File: src/rtl/structure1_fc1fc2_bufctrl.sv
// Ping-pong buffer controller between fc1 (port A writer) and fc2 (port B indexed reader).
// Two BRAM banks alternate ownership; full flags gate fc1 backpressure and fc2 readability.
module structure1_fc1fc2_bufctrl #(
  parameter int FRAME_LEN  = 120,
  parameter int BANK1_BASE = 8192,
  parameter int ADDR_W     = 14,
  parameter int DATA_W     = 18
) (
  input  logic                     clk,
  input  logic                     rst,
  input  logic                     fc1_valid,
  input  logic signed [DATA_W-1:0] fc1_data,
  output logic                     fc1_ready,
  output logic                     fc2_frame_ready,
  input  logic                     fc2_req,
  input  logic [ADDR_W-2:0]        fc2_idx,
  output logic                     fc2_rvalid,
  output logic signed [DATA_W-1:0] fc2_rdata,
  input  logic                     fc2_done,
  output logic                     err,
  output logic [7:0]               frames_done,
  output logic                     bram_wea,
  output logic [ADDR_W-1:0]        bram_addra,
  output logic signed [DATA_W-1:0] bram_dina,
  output logic                     bram_enb,
  output logic [ADDR_W-1:0]        bram_addrb,
  input  logic signed [DATA_W-1:0] bram_doutb
);

  localparam logic [ADDR_W-1:0] BASE1     = ADDR_W'(BANK1_BASE);
  localparam logic [ADDR_W-1:0] LAST_IDX  = ADDR_W'(FRAME_LEN - 1);
  localparam logic [ADDR_W-1:0] FRAME_LIM = ADDR_W'(FRAME_LEN);

  function automatic logic [ADDR_W-1:0] bank_base(input logic bank);
    return bank ? BASE1 : '0;
  endfunction

  logic [1:0]               full_q, full_d;
  logic                     wr_bank_q, wr_bank_d;
  logic                     rd_bank_q, rd_bank_d;
  logic [ADDR_W-1:0]        wcnt_q, wcnt_d;
  logic                     err_q, err_d;
  logic [7:0]               frames_done_q, frames_done_d;

  logic                     set_pend_p1, set_pend_d;
  logic                     set_bank_p1, set_bank_d;
  logic                     wea_p1, wea_d;
  logic [ADDR_W-1:0]        addra_p1, addra_d;
  logic signed [DATA_W-1:0] dina_p1, dina_d;
  logic                     vld_p1, vld_d;

  logic                     accept;
  logic                     last_elem;
  logic                     idx_ok;
  logic                     rd_ok;
  logic                     rd_bad;
  logic                     rel_ok;
  logic                     done_bad;

  // Stage p0: handshake decode and port B address, all combinational
  always_comb begin
    fc2_frame_ready = full_q[rd_bank_q];
    fc1_ready       = !rst && !full_q[wr_bank_q];
    accept          = fc1_valid && fc1_ready;
    last_elem       = (wcnt_q == LAST_IDX);
    idx_ok          = ({1'b0, fc2_idx} < FRAME_LIM);
    rd_ok           = fc2_req && fc2_frame_ready && idx_ok;
    rd_bad          = fc2_req && !rd_ok;
    rel_ok          = fc2_done && fc2_frame_ready;
    done_bad        = fc2_done && !fc2_frame_ready;
    bram_enb        = !rst && rd_ok;
    bram_addrb      = bram_enb ? (bank_base(rd_bank_q) + {1'b0, fc2_idx}) : '0;
  end

  always_comb begin
    full_d        = full_q;
    wr_bank_d     = wr_bank_q;
    rd_bank_d     = rd_bank_q;
    wcnt_d        = wcnt_q;
    err_d         = err_q | rd_bad | done_bad;
    frames_done_d = frames_done_q;
    set_pend_d    = 1'b0;
    set_bank_d    = wr_bank_q;
    wea_d         = accept;
    addra_d       = addra_p1;
    dina_d        = dina_p1;
    vld_d         = bram_enb;

    // A bank is marked full on the edge its final BRAM write lands.
    if (set_pend_p1) begin
      full_d[set_bank_p1] = 1'b1;
    end
    if (rel_ok) begin
      full_d[rd_bank_q] = 1'b0;
      rd_bank_d         = ~rd_bank_q;
      frames_done_d     = frames_done_q + 8'd1;
    end

    if (accept) begin
      addra_d = bank_base(wr_bank_q) + wcnt_q;
      dina_d  = fc1_data;
      if (last_elem) begin
        wcnt_d     = '0;
        wr_bank_d  = ~wr_bank_q;
        set_pend_d = 1'b1;
      end else begin
        wcnt_d = wcnt_q + 1'b1;
      end
    end
  end

  // Stage p1: registered state, port A write stage and read-valid
  always_ff @(posedge clk) begin
    if (rst) begin
      full_q        <= '0;
      wr_bank_q     <= 1'b0;
      rd_bank_q     <= 1'b0;
      wcnt_q        <= '0;
      err_q         <= 1'b0;
      frames_done_q <= '0;
      set_pend_p1   <= 1'b0;
      set_bank_p1   <= 1'b0;
      wea_p1        <= 1'b0;
      addra_p1      <= '0;
      dina_p1       <= '0;
      vld_p1        <= 1'b0;
    end else begin
      full_q        <= full_d;
      wr_bank_q     <= wr_bank_d;
      rd_bank_q     <= rd_bank_d;
      wcnt_q        <= wcnt_d;
      err_q         <= err_d;
      frames_done_q <= frames_done_d;
      set_pend_p1   <= set_pend_d;
      set_bank_p1   <= set_bank_d;
      wea_p1        <= wea_d;
      addra_p1      <= addra_d;
      dina_p1       <= dina_d;
      vld_p1        <= vld_d;
    end
  end

  // Output stage: registered write port, BRAM data passed through while valid
  always_comb begin
    bram_wea    = wea_p1;
    bram_addra  = addra_p1;
    bram_dina   = dina_p1;
    fc2_rvalid  = vld_p1;
    fc2_rdata   = vld_p1 ? bram_doutb : '0;
    err         = err_q;
    frames_done = frames_done_q;
  end

endmodule

File: config.mk
export PLATFORM = sky130hd
export DESIGN_NAME = structure1_fc1fc2_bufctrl
export DESIGN_NICKNAME = d
export VERILOG_FILES = /design/src/rtl/structure1_fc1fc2_bufctrl.sv
export SDC_FILE = /design/constraint.sdc
export NUM_CORES = 1
export LEC_CHECK = 0
export ABC_AREA = 1
export BUFFER_PORTS_ARGS = -buffer_cell sky130_fd_sc_hd__buf_2
export CAP_MARGIN = 25
export CORE_MARGIN = 2
export CORE_UTILIZATION = 35
export CTS_CLUSTER_SIZE = 40
export DETAILED_ROUTE_END_ITERATION = 16
export HOLD_SLACK_MARGIN = 0.02
export SETUP_SLACK_MARGIN = 0.5
export SYNTH_ARGS = -nofsm -noshare
export SYNTH_HDL_FRONTEND = slang
export SYNTH_SLANG_ARGS = --single-unit
File: constraint.sdc
create_clock -name clk -period 1.99 [get_ports clk]
set_clock_uncertainty 0.05 [all_clocks]
set_input_delay 0.0995 -clock clk [delete_from_list [all_inputs] [get_ports clk]]
set_output_delay 0.0995 -clock clk [all_outputs]
set_load 0.02 [all_outputs]
# Word-level counts from Yosys, hierarchy flattened
# Index checks and enable logic that the tools add are counted.
# word_totals
reg_bits,63
input_bits,54
output_inout_bits,78
word_cells,63
# op_classes
add_sub_neg,4
magnitude_cmp,6
eq_ne,1
muxes,16
bitwise_logic,8
reduce_logical,16
# ops
op,count
two-way mux 14 bit,4
two-way mux 18 bit,1
"adder 14 x 1 -> 14 bit, second input constant",1
adder 14 x 13 -> 14 bit,1
adder 14 bit,1
"== test 14 x 7 -> 1 bit, second input constant",1
"less-than comparator 13 x 7 -> 1 bit, second input constant",1
logical AND 1 bit,10
"adder 8 x 1 -> 8 bit, second input constant",1
two-way mux 1 bit,7
"less-than comparator 1 x 2 -> 1 bit, second input constant",3
zero test 1 bit,4
two-way mux 2 bit,2
NOT 1 bit,3
AND 2 bit,1
demux 1 bit (select 1 bit),2
">= comparator 1 bit, second input constant",2
NOT 2 bit,1
OR 1 bit,2
OR 2 bit,1
AND reduction 2 bit,1
OR reduction 2 bit,1

# Longest topological paths before layout
# Gate-level depths: netlist of run 1.
# logic_depth
ltp_word,8
mapped_depth,9
mapped_depth_nobuf,9

# Worst setup path before layout of run 1
# No wires, ideal clock.
# synth_timing
path_kind,reg-to-output
startpoint,register full_q[0]
endpoint,output port bram_addrb[0]
t_arrival_ps,1323
required_ps,1840
path_slack_ps,517
stages_incl_launch_ff,6
n_path_buf,0
cell_sequence,dfxtp_1 -> nand2_1 -> nand2_1 -> o21a_1 -> nand3_2 -> nor2_1
# synth_via
elab_chain_cells,6
# synth_rtl
item,line,source
"start, declared",38,"logic [1:0] full_q, full_d;"
"start signal, assigned",128,full_q <= full_d;
two-way mux 1 bit (not written as such) (2 in series),62,fc2_frame_ready = full_q[rd_bank_q];
via fc2_frame_ready,14,"output logic fc2_frame_ready,"
logical AND 1 bit (2 in series),67,rd_ok = fc2_req && fc2_frame_ready && idx_ok;
logical AND 1 bit,71,bram_enb = !rst && rd_ok;
two-way mux 14 bit,72,"bram_addrb = bram_enb ? (bank_base(rd_bank_q) + {1'b0, fc2_idx}) : '0;"
"end, declared",26,"output logic [ADDR_W-1:0] bram_addrb,"
# The timed path passes the listed nets, and every way through them passes these cells. The select of a mux whose other input is x is not followed.

# Final worst setup path of run 1
# layout_timing
startpoint,register rd_bank_q
endpoint,output port bram_addrb[2]
# layout_via
elab_chain_cells,6
# layout_rtl
item,line,source
"start, declared",40,"logic rd_bank_q, rd_bank_d;"
"start signal, assigned",130,rd_bank_q <= rd_bank_d;
two-way mux 1 bit (not written as such) (2 in series),62,
logical AND 1 bit (2 in series),67,
logical AND 1 bit,71,
two-way mux 14 bit,72,
# Every way passes these cells. The select of a mux whose other input is x is not followed.

==> impl_metrics.json, run 1 <==
{
  "status": "finished, final reports clean",
  "fmax_ghz": 0.623,
  "antenna_cells": 0,
  "finalWorstPathRequiredPeriod_ns": 1.61,
  "report.final.hold_viol_count": 0,
  "first_global_vias": 3052,
  "h-tree-depth": 3,
  "wl_met3_um": 619,
  "worstPathMaxFanout": 5,
  "total_power_w": 0.00275,
  "timing.hold.worst.class": "in -> reg",
  "placedInstanceArea_um2": 3670,
  "max-clock-path-buffers": 2,
  "synth-seq-area-share_pct": 41.9,
  "synth_area_um2": 3010,
  "drt-total-wl_um": 9400,
  "detail_route.drc_violations": 0,
  "routedWlPerCell_um": 13.3,
  "fin_setup_tns_ns": 0,
  "worstPathRequired_ns": 1.84,
  "dp.final_hpwl_um": 5820,
  "vias": 3351,
  "syn_inst": 428,
  "clock-sinks": 63,
  "power_density_nw_per_um2": 597,
  "crit_path_cell_trace": "inv_2, nand2_2, nand2_2, o21a_4, nand3_4, nor2_1, buf_4",
  "core_area_um2": 8260,
  "cts.root.buffer_cell": "sky130_fd_sc_hd__clkbuf_8",
  "wl_met1_um": 3820,
  "fp-row-count": 33,
  "yosysTopAreaCell": "sky130_fd_sc_hd__dfxtp_1",
  "antenna_found_initial": 0,
  "detailedRoute.firstIterationViolations": 155,
  "pin_count_of_the_biggest_net_entering_global_routing": 33,
  "number_of_enable_type_register_cells_in_the_synthesized_netlist": 0,
  "design.portCount": 132,
  "grt_util_all_layers_pct": 18.3,
  "timing.critical_path.arrival_ns": 1.46,
  "synth_flop_cell": "sky130_fd_sc_hd__dfxtp_1",
  "number_of_port_buffers": 125,
  "reg2reg_slack_ns": 0.54,
  "grt_setup_unrepaired": "true",
  "drive_above_1_share_pct": 40.0,
  "routed_via_density": 4.73,
  "cp-end-kind": "output pin",
  "grt_first_pass_wirelength_um": 14200,
  "die_area_um2": 9350,
  "power_leakage_nw": 2.28,
  "globalRouteOverflowTotal": 0,
  "met2WireLength_um": 4850,
  "cp-start-kind": "register",
  "maxCapViolations": 0,
  "clock_tree_from_tritoncts": "yes",
  "critical-path-slowest-cell": "sky130_fd_sc_hd__dfxtp_2",
  "asyncSetResetFlopFracSynth_pct": 0,
  "synth_seq_cells": 63,
  "start_util_pct": 36.4,
  "synth_top_area_share_pct": 41.9,
  "clkTransAtPathRegs_ns": 0.08,
  "layout_commonest_cell": "sky130_fd_sc_hd__buf_2",
  "post_synthesis_area_per_instance_um2": 7.03,
  "crit_path_frequent_cell": "sky130_fd_sc_hd__nand2_2",
  "ys_top_cells_by_area": "sky130_fd_sc_hd__dfxtp_1, sky130_fd_sc_hd__nand2_1, sky130_fd_sc_hd__inv_1",
  "holdWs_ns": 0.0659,
  "yosysWarnings": 0,
  "die_width_um": 96.7,
  "class_of_the_most_critical_setup_path": "reg -> out",
  "design.final.nets": 655,
  "fill_cells": 752,
  "peakVddDrop_mv": 0.379,
  "flow.area_growth_from_synthesis_pct": 53.3,
  "setup-violations-final": 0,
  "commonest_non_fill_non_tap_cells_in_the_layout": "sky130_fd_sc_hd__buf_2, sky130_fd_sc_hd__nand2_1, sky130_fd_sc_hd__inv_1",
  "maxSlewViolCount": 0,
  "detail-route-antenna-nets": 0,
  "final_min_period_over_clock_period_pct": 80.7,
  "top_signal_layer_used": "met4",
  "critPathMaxStageDelay_ns": 0.34,
  "post_synth_num_cell_types": 33,
  "insertion_delay_ns": 0.34,
  "tritoncts.num_buffers": 9,
  "die_h_um": 96.7,
  "drt-pass1-iter-count": 4,
  "gpl.final_weighted_congestion": 0.813,
  "stdcell_area_um2": 4610
}
## stage by stage
step	cells	utilization, %	worst slack [ns]
final	708	55.8	0.384
after global routing	708	55.8	0.303
after CTS	694	51.8	0.428
after detailed placement	645	44.5	0.426
after global placement	645	44.5	0.502
after floorplan	433	-	0.517
## flip-flops by register name, indices dropped and copies added, names as in the netlist
name	count
wcnt_q	14
bram_addra	14
set_bank_p1	1
frames_done	8
full_q	2
set_pend_p1	1
set_bank_d	1
err	1
fc2_rvalid	1
bram_dina	18
rd_bank_q	1
bram_wea	1
## critical path: cells and delay by family, from the launching register on
family,cells,cell delay (ns)
simple gates,4,0.40
buf+inv,2,0.22
flops,1,0.34
compound gates,1,0.16
## synth_stat cells (all sizes together), types with 2 or more instances
cell type  number
dfxtp          63
o21ai          16
nor2           49
buf            16
a21oi          51
nand3          23
ha              2
nand2         122
clkbuf          6
nand4           2
nor3           10
inv            61
## layout make-up
cell class                 count  area (um^2)  area share [%]
multi-input combinational    289         1570            33.9
inverter                      61          231            5.02
clock buffer                   9          124            2.69
tap                          105          131            2.85
sequential                    63         1280            27.7
timing repair buffer         175         1220            26.4
clock inverter                 6         62.6            1.36
## where the power goes
part | switching [W] | internal [W]
registers | 0.0000183 | 0.00129
logic | 0.000198 | 0.000170
clock network | 0.000509 | 0.000566
## worst paths after layout
| kind | startpoint | to | cells after the start |
|---|---|---|---|
| worst max-delay path | rd_bank_q | bram_addrb[2] | 7 |
| worst min register to register | bram_dina[6] | bram_dina[6] | 2 |
| worst max register to register | full_q[1] | wcnt_q[6] | 8 |
| worst min-delay path | rst | bram_addra[13] | 4 |
## cells by family after synthesis
logic type	Yosys count	synth area share, %
xor gates and xnor gates	1	0.291
AOI/OAI and AO/OA	70	13.0
and+or+nand+nor	208	30.9
other	1	0.125
DFF	63	41.9
adders and majority gates	2	0.832
buffers and inverters	83	12.9
## timing repair
action / in CTS / in global routing
gates resized for setup: 33 / 36
endpoints found under the setup margin: 42 / 56
hold endpoints to repair: 19 / 0
hold buffers: 19 / 0
pin swaps: 4 / 14
buffers inserted: 12 / 9
gates cloned: 3 / 5
## metal layers
layer	GRT usage, %	up-vias
li1	-	1673
met1	20.8	1532
met2	33.5	133
met3	4.99	13
met4	4.66	0
met5	0	-
No activity file was read; power rests on OpenSTA's default activity.
==> run 2: changes to the inputs <==
==> constraint.sdc (replaced) <==
create_clock -name clk -period 1.3 [get_ports clk]
set_clock_uncertainty 0.05 [all_clocks]
set_input_delay 0.065 -clock clk [delete_from_list [all_inputs] [get_ports clk]]
set_output_delay 0.065 -clock clk [all_outputs]
set_load 0.02 [all_outputs]
==> run 2 against run 1 <==
  * Power up 61%
  * Largest cell class is now non-clock buffers
  * Critical path type unchanged
  * Sequential share of layout area shrank 5.2 points
  * The flow now finishes with violations (negative setup slack)
  * Non-clock buffer count grew 47
  * Critical endpoint unchanged
  * Wire length increased by 9.6%
  * Setup slack lost 0.70 ns
==> impl_metrics.json, run 2 (synthesized netlist as in run 1, its figures left out) <==
{
  "worst_r2r_startpoint": "set_bank_d",
  "gpl.final_weighted_congestion": 0.820,
  "clkTransAtPathRegs_ns": 0.07,
  "critPathMaxStageDelay_ns": 0.36,
  "insertion_delay_ns": 0.35,
  "drt-pass1-iter-count": 4,
  "critical_path.startpoint": "rd_bank_q",
  "worstPathRequired_ns": 1.19,
  "start_util_pct": 36.4,
  "h-tree-depth": 3,
  "clock_tree_from_tritoncts": "yes",
  "final_critical_path_setup_slack_ns": -0.311,
  "cp-end-kind": "output pin",
  "peakVddDrop_mv": 0.580,
  "routed_via_density": 4.69,
  "tritoncts.num_buffers": 9,
  "drive_above_1_share_pct": 63.8,
  "setup-violations-final": 45,
  "grt_first_pass_wirelength_um": 15700,
  "globalRouteOverflowTotal": 0,
  "violations_in_the_final_reports": "negative setup slack",
  "core_area_um2": 8260,
  "vias": 3534,
  "critical_path_buf_inv_count": 3,
  "maxCapViolations": 0,
  "timing.critical_path.arrival_ns": 1.50,
  "design.final.nets": 700,
  "flow.area_growth_from_synthesis_pct": 100,
  "worstPathMaxFanout": 8,
  "detailedRoute.firstIterationViolations": 82,
  "commonest_non_fill_non_tap_cells_in_the_layout": "sky130_fd_sc_hd__buf_6, sky130_fd_sc_hd__nand2_1, sky130_fd_sc_hd__buf_2",
  "die_area_um2": 9350,
  "cp-start-kind": "register",
  "stdcell_area_um2": 6010,
  "maxSlewViolCount": 0,
  "fmax_ghz": 0.621,
  "critical-path-slowest-cell": "sky130_fd_sc_hd__dfxtp_4",
  "power_leakage_nw": 2.85,
  "placedInstanceArea_um2": 4180,
  "class_of_the_most_critical_setup_path": "reg -> out",
  "grt_util_all_layers_pct": 20.5,
  "largest_reg_flops": 18,
  "status": "finished, violations left",
  "numPlacedInstances": 674,
  "layout_commonest_cell": "sky130_fd_sc_hd__buf_6",
  "antenna_cells": 0,
  "number_of_port_buffers": 125,
  "final_min_period_over_clock_period_pct": 124,
  "max-clock-path-buffers": 2,
  "hp-start": "fc2_done",
  "die_h_um": 96.7,
  "dp.final_hpwl_um": 5830,
  "grt_setup_unrepaired": "true",
  "cts.root.buffer_cell": "sky130_fd_sc_hd__clkbuf_8",
  "detail-route-antenna-nets": 0,
  "drt-total-wl_um": 10300,
  "die_width_um": 96.7,
  "critical-path-top-delay-family": "flip-flops",
  "clock-sinks": 63,
  "layout.cells.non_filler": 754,
  "timing.hold.worst.class": "in -> reg",
  "fp-row-count": 33,
  "antenna_found_initial": 0,
  "pin_count_of_the_biggest_net_entering_global_routing": 33,
  "power_density_nw_per_um2": 736,
  "routedWlPerCell_um": 13.7,
  "holdWs_ns": 0.0830,
  "design.portCount": 132,
  "detail_route.drc_violations": 0,
  "crit_path_cell_trace": "inv_4, nand2_4, nand2_4, o21a_4, nand3_4, buf_12, nor2_4, buf_6",
  "finalWorstPathRequiredPeriod_ns": 1.61,
  "crit_path_frequent_cell": "sky130_fd_sc_hd__nand2_4",
  "report.final.hold_viol_count": 0,
  "first_global_vias": 3414
}
## run 2: cell count changes in the layout (fill, tap and decap cells not counted), moves of 15 or more
| cell | before | now |
|---|---|---|
| sky130_fd_sc_hd__buf_6 | 4 | 86 |
| sky130_fd_sc_hd__buf_2 | 116 | 53 |
| sky130_fd_sc_hd__dfxtp_1 | 54 | 13 |
| sky130_fd_sc_hd__nand2_1 | 108 | 73 |
| sky130_fd_sc_hd__dfxtp_2 | 7 | 39 |
| sky130_fd_sc_hd__nand2_4 | 2 | 33 |
| sky130_fd_sc_hd__inv_1 | 56 | 35 |
| sky130_fd_sc_hd__buf_4 | 28 | 47 |
| sky130_fd_sc_hd__a21oi_1 | 36 | 21 |
## run 2: what timing repair did
action | 4_1_cts | 5_1_grt
setup endpoints to repair | 134 | 135
hold buffers | 20 | 0
endpoints found under the hold margin | 22 | 0
pin swaps | 11 | 20
resized for setup | 235 | 73
cloned | 6 | 1
setup buffers | 23 | 14
## run 2: worst min-delay path: cells and delay by family
kind,cells,cell delay [ns]
buffers and inverters,1,0.12
AOI/OAI and AO/OA,2,0.20
and+or+nand+nor,1,0.06
## run 2: path summary, 6_finish.rpt
| check | to | slack, ns | cells after the start |
|---|---|---|---|
| min reg2reg | bram_dina[13] | 0.42 | 2 |
| max reg2reg | wcnt_q[4] | -0.16 | 9 |
| min | err | 0.08 | 4 |
| max | bram_addrb[2] | -0.31 | 8 |
## run 2: power breakdown
group          switching, W  internal, W
Combinational      0.000357     0.000387
Clock              0.000778     0.000891
Sequential        0.0000419      0.00197
Total               0.00118      0.00325
## run 2: metal layers
metal / track usage [%] / vias to the layer above / part of all wire (%)
met2: 35.0 / 127 / 50
met5: 0 / - / 0
li1: - / 1759 / -
met1: 23.7 / 1626 / 40
met4: 8.56 / 0 / 2.5
met3: 6.50 / 22 / 6.9
## run 2: layout make-up
class	count	area [um^2]
clock buffer	13	179
clock inverter	3	15.0
timing repair buffer	222	2160
multi-input combinational	287	1930
tap	105	131
fill	577	2240
sequential	63	1350
inverter	61	249
## run 2: through the flow
stage | util (%) | worst slack (ns) | total power [W] | TNS (ns)
2_1_floorplan | - | -0.00200 | 0.00232 | -0.00200
3_3_place_gp | 50.6 | -0.0607 | 0.00248 | -0.892
3_5_place_dp | 50.6 | -0.0971 | 0.00248 | -2.20
4_1_cts | 68.0 | -0.378 | 0.00438 | -5.40
5_1_grt | 72.8 | -0.386 | 0.00459 | -10.01
6_report | 72.8 | -0.311 | 0.00443 | -5.59
